`src/rtl/uart_tx_mmio.sv`:
```
// uart_tx_mmio: memory-mapped 8N1 UART transmitter on the CPU data bus.
// CPU stores to TXDATA push bytes into a TX FIFO, and a baud-timed FSM
// serialises them LSB first on tx. Load instructions can read STATUS.
//
// Ports:
//   clk   - system clock, rising edge
//   rstn  - asynchronous active-low reset
//   we    - bus write enable
//   addr  - bus byte address; a 16-byte window at BASE_ADDR
//   wd    - bus write data
//   rd    - bus read data, combinational, no read side effects
//   tx    - registered serial output, idles high
//
// Register map, selected by addr[3:2]; addr[1:0] is ignored:
//   0x0 TXDATA  write pushes wd[7:0]; reads return 0
//   0x4 STATUS  [0] empty [1] full [2] busy [3] overflow [15:8] count
//               writing wd[3]=1 clears overflow
//   0x8, 0xC    reads return 0, writes are ignored
module uart_tx_mmio #(
  parameter logic [31:0] BASE_ADDR  = 32'h0000_1000,
  parameter int unsigned CLK_DIV    = 16,
  parameter int unsigned FIFO_DEPTH = 8
) (
  input  logic        clk,
  input  logic        rstn,
  input  logic        we,
  input  logic [31:0] addr,
  input  logic [31:0] wd,
  output logic [31:0] rd,
  output logic        tx
);

  localparam int unsigned AW = $clog2(FIFO_DEPTH);
  localparam int unsigned CW = AW + 1;
  localparam int unsigned BW = (CLK_DIV > 1) ? $clog2(CLK_DIV) : 1;
  localparam logic [BW-1:0] BAUD_LAST = BW'(CLK_DIV - 1);
  localparam logic [CW-1:0] DEPTH_C   = CW'(FIFO_DEPTH);

  typedef enum logic [1:0] {
    IDLE,
    START,
    DATA,
    STOP
  } state_t;

  state_t        state, state_n;
  logic [BW-1:0] baud, baud_n;
  logic [2:0]    bit_idx, bit_idx_n;
  logic [7:0]    shift, shift_n;
  logic          tx_n;

  logic [7:0]    mem [FIFO_DEPTH];
  logic [AW-1:0] wptr, rptr;
  logic [CW-1:0] count;
  logic          empty, full, busy, overflow;
  logic          sel, push, push_ok, pop, ovf_set, ovf_clr;
  logic          unused_bits;

  // Bus decode
  assign sel     = (addr[31:4] == BASE_ADDR[31:4]);
  assign push    = we && sel && (addr[3:2] == 2'd0);
  assign ovf_clr = we && sel && (addr[3:2] == 2'd1) && wd[3];

  assign empty   = (count == '0);
  assign full    = (count == DEPTH_C);
  assign busy    = (state != IDLE);

  // Full is judged on the pre-edge count, so a push into a full FIFO is
  // dropped even when the FSM pops in the same cycle.
  assign push_ok = push && !full;
  assign ovf_set = push && full;
  assign pop     = (state == IDLE) && !empty;

  assign unused_bits = ^{addr[1:0], wd[31:8]};

  // FIFO pointers, count and sticky overflow
  always_ff @(posedge clk or negedge rstn) begin
    if (!rstn) begin
      wptr     <= '0;
      rptr     <= '0;
      count    <= '0;
      overflow <= 1'b0;
    end else begin
      if (push_ok) wptr <= wptr + 1'b1;
      if (pop)     rptr <= rptr + 1'b1;
      if (push_ok && !pop)      count <= count + 1'b1;
      else if (!push_ok && pop) count <= count - 1'b1;
      // Set has priority over a same-cycle clear
      if (ovf_set)      overflow <= 1'b1;
      else if (ovf_clr) overflow <= 1'b0;
    end
  end

  // Storage needs no reset: only entries covered by count are ever read
  always_ff @(posedge clk) begin
    if (push_ok) mem[wptr] <= wd[7:0];
  end

  // Serialiser state register
  always_ff @(posedge clk or negedge rstn) begin
    if (!rstn) begin
      state   <= IDLE;
      baud    <= '0;
      bit_idx <= '0;
      shift   <= '0;
      tx      <= 1'b1;
    end else begin
      state   <= state_n;
      baud    <= baud_n;
      bit_idx <= bit_idx_n;
      shift   <= shift_n;
      tx      <= tx_n;
    end
  end

  // Next state. tx is derived from the next state and shift value, so the
  // registered output changes on the same edge the state does.
  always_comb begin
    state_n   = state;
    baud_n    = baud;
    bit_idx_n = bit_idx;
    shift_n   = shift;
    case (state)
      IDLE: begin
        if (!empty) begin
          state_n = START;
          baud_n  = '0;
          shift_n = mem[rptr];
        end
      end
      START: begin
        if (baud == BAUD_LAST) begin
          state_n   = DATA;
          baud_n    = '0;
          bit_idx_n = '0;
        end else begin
          baud_n = baud + 1'b1;
        end
      end
      DATA: begin
        if (baud == BAUD_LAST) begin
          baud_n  = '0;
          shift_n = {1'b0, shift[7:1]};
          if (bit_idx == 3'd7) state_n = STOP;
          else                 bit_idx_n = bit_idx + 1'b1;
        end else begin
          baud_n = baud + 1'b1;
        end
      end
      STOP: begin
        if (baud == BAUD_LAST) begin
          state_n = IDLE;
          baud_n  = '0;
        end else begin
          baud_n = baud + 1'b1;
        end
      end
      default: state_n = IDLE;
    endcase

    case (state_n)
      START:   tx_n = 1'b0;
      DATA:    tx_n = shift_n[0];
      default: tx_n = 1'b1;
    endcase
  end

  // Read mux
  always_comb begin
    rd = '0;
    if (sel && (addr[3:2] == 2'd1)) begin
      rd = {16'h0000, 8'(count), 4'h0, overflow, busy, full, empty};
    end
  end

endmodule

```
`config.mk`:
```
export PLATFORM = sky130hd
export DESIGN_NAME = uart_tx_mmio
export DESIGN_NICKNAME = d
export VERILOG_FILES = /design/src/rtl/uart_tx_mmio.sv
export SDC_FILE = /design/constraint.sdc
export NUM_CORES = 1
export LEC_CHECK = 0
export CORE_MARGIN = 2
export CORE_UTILIZATION = 45
export DETAILED_ROUTE_END_ITERATION = 16
export PLACE_DENSITY = 0.79
export SYNTH_ARGS = -nofsm -noshare
export SYNTH_HDL_FRONTEND = slang
export SYNTH_SLANG_ARGS = --single-unit
```
`constraint.sdc`:
```
create_clock -name clk -period 3.9 [get_ports clk]
set_input_delay 0.78 -clock clk [delete_from_list [all_inputs] [get_ports clk]]
set_output_delay 0.78 -clock clk [all_outputs]
set_load 0.005 [all_outputs]
```
==> flow_summary.toml, run 1 <==
[clock_tree]
clkTransAtPathRegs_ps = 90
root_buffer = "clkbuf_8"
post_cts_buffers = 0
cts_buffers = 9
cts_resized = 0
cts_tree = "done"
clock_latency_ps = 360
postCtsHoldBufs = 0
clockBufferDepth = 2
cts_sinks = 93
cts_max_level = 3

[setup_path]
r2r-start = "count[0]$_DFFE_PN0P_"
crit_path_start_kind = "primary input"
r2r-end = "count[3]$_DFFE_PN0P_"
cpMaxStageDelayCell = "clkdlybuf4s50_1"
crit_type = "primary input to output port"
endpoint_kind = "output port"
arrival_ps = 2920
cp_max_fo = 6
reg2reg_depth = 10
critical_path.max_stage_delay_ps = 500
crit_chain = "clkdlybuf4s50_1 -> nor4_1 -> nand2_1 -> nor3_1 -> and2_1 -> clkdlybuf4s50_1"
reg2reg_setup_slack_ps = 1080
cp_common_cell = "clkdlybuf4s50_1"
critPathRequiredTime_ps = 3120

[hold_path]
min_path_type = "flip-flop to flip-flop"
holdPathEnd = "shift[7]$_DFFE_PN0P_"
worst_hold_startpoint = "shift[7]$_DFFE_PN0P_"
hold_depth = 1

[global_routing]
antenna_found_initial = 0
grt_max_degree = 30
grt_usage_pct = 16.04
grt_pass1_wl_um = 12560
first_global_vias = 2545
overflow = 0

[power]
ir_worst_vdd_uv = 301.2
power_density_nw_per_um2 = 344.2
p_leak_uw = 0.001833

[drt]
routed_wl_um = 7565
drt-initial-drc-count = 178
vias = 2493
drtAntennaViolNets = 0
routed_via_density = 5.194
met2_length_um = 3993
post_drt_wl_per_cell_um = 15.76
dr.max_layer_used = "met4"
dr.pass1.iters = 6
post-route-drc-count = 0
wl_met3_um = 324
met1_length_um = 3176

[logic_synthesis]
synth-warning-count = 0
synthArstFlopShare_pct = 31.18
yosysUniqueCellTypes = 48
avgSynthCellArea_um2 = 14.88
yosys.cell_count.top_type = "edfxtp_1"
synth_flop_cell = "edfxtp_1"
yosysTopAreaCell = "edfxtp_1"
synth_area_leaders = "edfxtp_1 (45%), dfrtp_1 (16%), mux4_2 (8.3%)"
synth_cells = 290
netlist_area_um2 = 4317
yosysSeqAreaShare_pct = 61.36
synth-edff-count = 64
synth_seq_cells = 93
netlist.area_leader.share_pct = 44.52
synth_commonest_cells = "edfxtp_1 (64), dfrtp_1 (28), buf_4 (24), nor2_1 (20), nand2_1 (18)"

[final_layout]
areaGrowthSynthToFinish_pct = 17.36
insertedDiodeCount = 0
fillers = 764
nNetsFinal = 422
drive_gt1_share_pct = 15.38

[place]
post-place-ws_ps = 189.5
portBuffers = 49
place_congestion = 0.7953
dpl.hpwl_um = 5319

[sta]
rsz0062_at_grt = "false"
hold_viol = 0
slew_viol_final = 0
max_slew_margin_pct = 43.03
finalSetupTns_ps = 0
fin_crit_sh_pct = 94.95
worst_slack_ps = 196.9
setup_viol = 0
skew_ps = 12.18
post-route-min-period_ps = 3703
worstMarginPinSlew_ps = 854.6
fmax_mhz = 270.0

[floorplanning]
row_count = 35
die_area_um2 = 10390
coreArea_um2 = 9284
die_h_um = 101.9
io_pins = 100
die_x_um = 101.9
start_util_pct = 46.50

[outcome]
status = "finished clean"

[run]
max_cap_violations = 0
-- how the worst max path moves through the flow --
stage,depth (start not counted),start,to,slack [ps]
final,6,addr[8],rd[11],200
after global routing,6,addr[8],rd[11],3
after CTS,6,addr[8],rd[11],180
after detailed placement,6,addr[8],rd[11],190
after global placement,7,addr[4],rd[0],310
after floorplan,11,addr[20],count[3]$_DFFE_PN0P_,890
-- routing by layer --
metal | GRT usage [%] | up-vias
li1 | - | 1187
met1 | 19.85 | 1235
met2 | 28.04 | 62
met3 | 4.036 | 9
met4 | 4.615 | 0
met5 | 0 | -
-- critical path, delay by kind of cell --
family | cells | cell delay, ps
simple gates | 4 | 1230
buf+inv | 2 | 900
-- registers in the layout, summed over array words and instances, names as in the netlist --
name / count
rptr: 3
state: 2
tx: 1
overflow: 1
baud: 4
count: 4
mem: 64
shift: 8
bit_idx: 3
wptr: 3
-- layout make-up --
cell class              instances  area, µm²  share of cell area [%]
clock buffers                   9      123.9                   2.445
clock inverters                 7      78.83                   1.556
inverters                       5      18.77                  0.3705
multi-input cells             181       1491                   29.44
flip-flops and latches         93       2649                   52.28
well taps                     129      161.4                   3.186
repair buffers                 56      543.0                   10.72
-- cells in the final DEF, fill, tap and decap left out, drive strengths merged, types with 6 or more instances in the layout --
cell / Yosys / layout
a21oi: 6 / 6
a221o: 7 / 7
and2: 7 / 7
buf: 31 / 7
clkbuf: 3 / 9
clkdlybuf4s50: 0 / 49
conb: 1 / 24
dfrtp: 28 / 28
edfxtp: 64 / 64
ha: 8 / 8
inv: 5 / 8
mux2i: 9 / 9
mux4: 16 / 16
nand2: 18 / 18
nor2: 20 / 20
nor4: 9 / 9
o21ai: 11 / 11
xnor2: 6 / 6
-- power breakdown --
part	switching [µW]	internal [µW]
registers	0.00000798	1060
logic	28.2	38.6
clock network	368	253
-- through the flow --
stage	std cells	hold slack [ps]	instance area (µm²)	power (µW)	util (%)
CTS	480	504.3	5066	1757	54.57
global route	480	522.1	5066	1807	54.57
global placement	464	470.6	4863	1142	52.39
detailed placement	464	479.5	4863	1144	52.39
finish	480	506.9	5066	1744	54.57
floorplan	313	456.6	4403	1105	-
-- cells by family after synthesis --
logic type	Yosys count	share of synthesized area [%]
DFF	93	61.36
and+or+nand+nor	80	11.80
buffers and inverters	39	6.087
AOI/OAI and AO/OA	32	5.044
muxes	28	11.22
adders and majority gates	9	2.783
xor gates and xnor gates	8	1.623
other	1	0.08687
(Power assumes the default switching activity.)
==> inputs of run 2 (changes only) <==
Settings changed: CORE_UTILIZATION 45 to 40, PLACE_DENSITY 0.79 to 0.72.
==> run 2 against run 1 <==
First-iteration DRC count shrank 39%; sequential cell count is the same; final cell count grew 1.3%; wire length grew 3.1%; sequential power is essentially flat; sequential share of layout area is essentially flat; global-route usage shrank 1.1 points; critical path type unchanged; highest routed layer unchanged.
==> flow_summary.toml, run 2 (synthesized netlist as in run 1, its figures left out) <==
[outcome]
status = "finished clean"

[place]
portBuffers = 49
post-place-ws_ps = 269.3
place_congestion = 0.7178
dpl.hpwl_um = 5343
dp_cells = 470

[drt]
drt-initial-drc-count = 109
dr.pass1.iters = 4
drtAntennaViolNets = 0
vias = 2475
post_drt_wl_per_cell_um = 16.05
routed_wl_um = 7801
post-route-drc-count = 0
routed_via_density = 5.093

[final_layout]
largest_register_ffs = 64
stdcell_count = 486
final_cell_mix = "edfxtp_1 (64), clkdlybuf4s50_1 (49), dfrtp_1 (28), conb_1 (24), nor2_1 (20)"
areaGrowthSynthToFinish_pct = 17.39
top_regs = "mem (64), shift (8)"
nNetsFinal = 421
fillers = 885
insertedDiodeCount = 0
drive_gt1_share_pct = 15.14
regMostFlops = "mem"
layout_commonest_cell = "edfxtp_1"

[clock_tree]
root_buffer = "clkbuf_8"
postCtsHoldBufs = 0
cts_max_level = 3
clkTransAtPathRegs_ps = 90
cts_tree = "done"
cts_resized = 0
clock_latency_ps = 370
post_cts_buffers = 0
cts_sinks = 93
clockBufferDepth = 2
cts_buffers = 9

[setup_path]
critical_path.max_stage_delay_ps = 500
crit_chain = "clkdlybuf4s50_1 -> nor4_1 -> nand3_1 -> nor3_1 -> buf_4 -> and2_1 -> clkdlybuf4s50_1"
cpMaxStageDelayCell = "clkdlybuf4s50_1"
cp_common_cell = "clkdlybuf4s50_1"
crit_path_start_kind = "primary input"
critPathRequiredTime_ps = 3120
reg2reg_setup_slack_ps = 1080
endpoint_kind = "output port"
arrival_ps = 2850
crit_type = "primary input to output port"
cp_max_fo = 6

[sta]
slew_viol_final = 0
fin_crit_sh_pct = 93.04
setup_viol = 0
rsz0062_at_grt = "false"
finalSetupTns_ps = 0
hold_viol = 0
worst_slack_ps = 271.3
fmax_mhz = 275.6
post-route-min-period_ps = 3629
worstMarginPinSlew_ps = 819.0
skew_ps = 17.80
max_slew_margin_pct = 45.40

[run]
max_cap_violations = 0

[floorplanning]
row_count = 37
die_x_um = 107.9
die_area_um2 = 11640
die_h_um = 107.9
coreArea_um2 = 10420
start_util_pct = 41.44
io_pins = 100

[global_routing]
grt_max_degree = 30
grt_pass1_wl_um = 13080
overflow = 0
grt_usage_pct = 14.96
antenna_found_initial = 0
first_global_vias = 2502

[power]
power_density_nw_per_um2 = 346.5
p_leak_uw = 0.001828
ir_worst_vdd_uv = 267.4

[hold_path]
min_path_type = "flip-flop to flip-flop"
-- run 2: cell count changes in the layout (fill, tap and decap cells not counted), sizes merged --
cell,before,now
inv,8,7
clkinv,4,5
buf,7,6
-- run 2: worst max-delay path, delay by kind of cell --
| family | cells | cell delay (ps) |
|---|---|---|
| buffers and inverters | 3 | 1070 |
| and+or+nand+nor | 4 | 990 |
-- run 2: path summary, 6_finish.rpt --
kind | cells after the start | from | to
setup / recovery | 7 | addr[4] | rd[3]
hold / removal | 1 | shift[7]$_DFFE_PN0P_ | shift[7]$_DFFE_PN0P_
setup reg to reg | 10 | state[1]$_DFF_PN0_ | count[3]$_DFFE_PN0P_
hold reg to reg | 1 | shift[7]$_DFFE_PN0P_ | shift[7]$_DFFE_PN0P_
max in group asynchronous | 2 | rstn | tx$_DFF_PN1_
min in group asynchronous | 2 | rstn | count[1]$_DFFE_PN0P_
-- run 2: area by class of cell --
| cell class | count | area [µm²] | share of cell area (%) |
|---|---|---|---|
| Clock buffer | 9 | 123.9 | 2.444 |
| Clock inverter | 7 | 78.83 | 1.556 |
| Inverter | 5 | 18.77 | 0.3704 |
| Multi-Input combinational cell | 181 | 1491 | 29.43 |
| Sequential cell | 93 | 2649 | 52.27 |
| Tap cell | 136 | 170.2 | 3.358 |
| Timing Repair Buffer | 55 | 535.5 | 10.57 |
-- run 2: report_power, final --
part	total, µW	internal (µW)	switching [µW]	leakage, µW
Combinational	65.8	38.3	27.5	0.000795
Sequential	1060	1060	0.00000778	0.000932
Clock	635	252	382	0.000101
-- run 2: through the flow --
| stage | area (µm²) | hold slack (ps) | utilization [%] | power (µW) |
|---|---|---|---|---|
| after detailed placement | 4865 | 492.1 | 46.70 | 1144 |
| after global routing | 5067 | 531.6 | 48.65 | 1824 |
| after CTS | 5067 | 516.8 | 48.65 | 1779 |
| after floorplan | 4403 | 456.6 | - | 1105 |
| after global placement | 4865 | 473.0 | 46.70 | 1142 |
| final | 5067 | 519.8 | 48.65 | 1756 |
-- run 2: metal layers --
layer  share of wire [%]  wire length [µm]  up-vias  global-route usage, %
met5                   0                 0        -                      0
met4                0.97                76        0                  4.670
met3                 3.2               251        6                  4.056
met2                  53              4130       61                  25.88
met1                  43              3341     1229                  18.21
li1                    -                 -     1179                      -
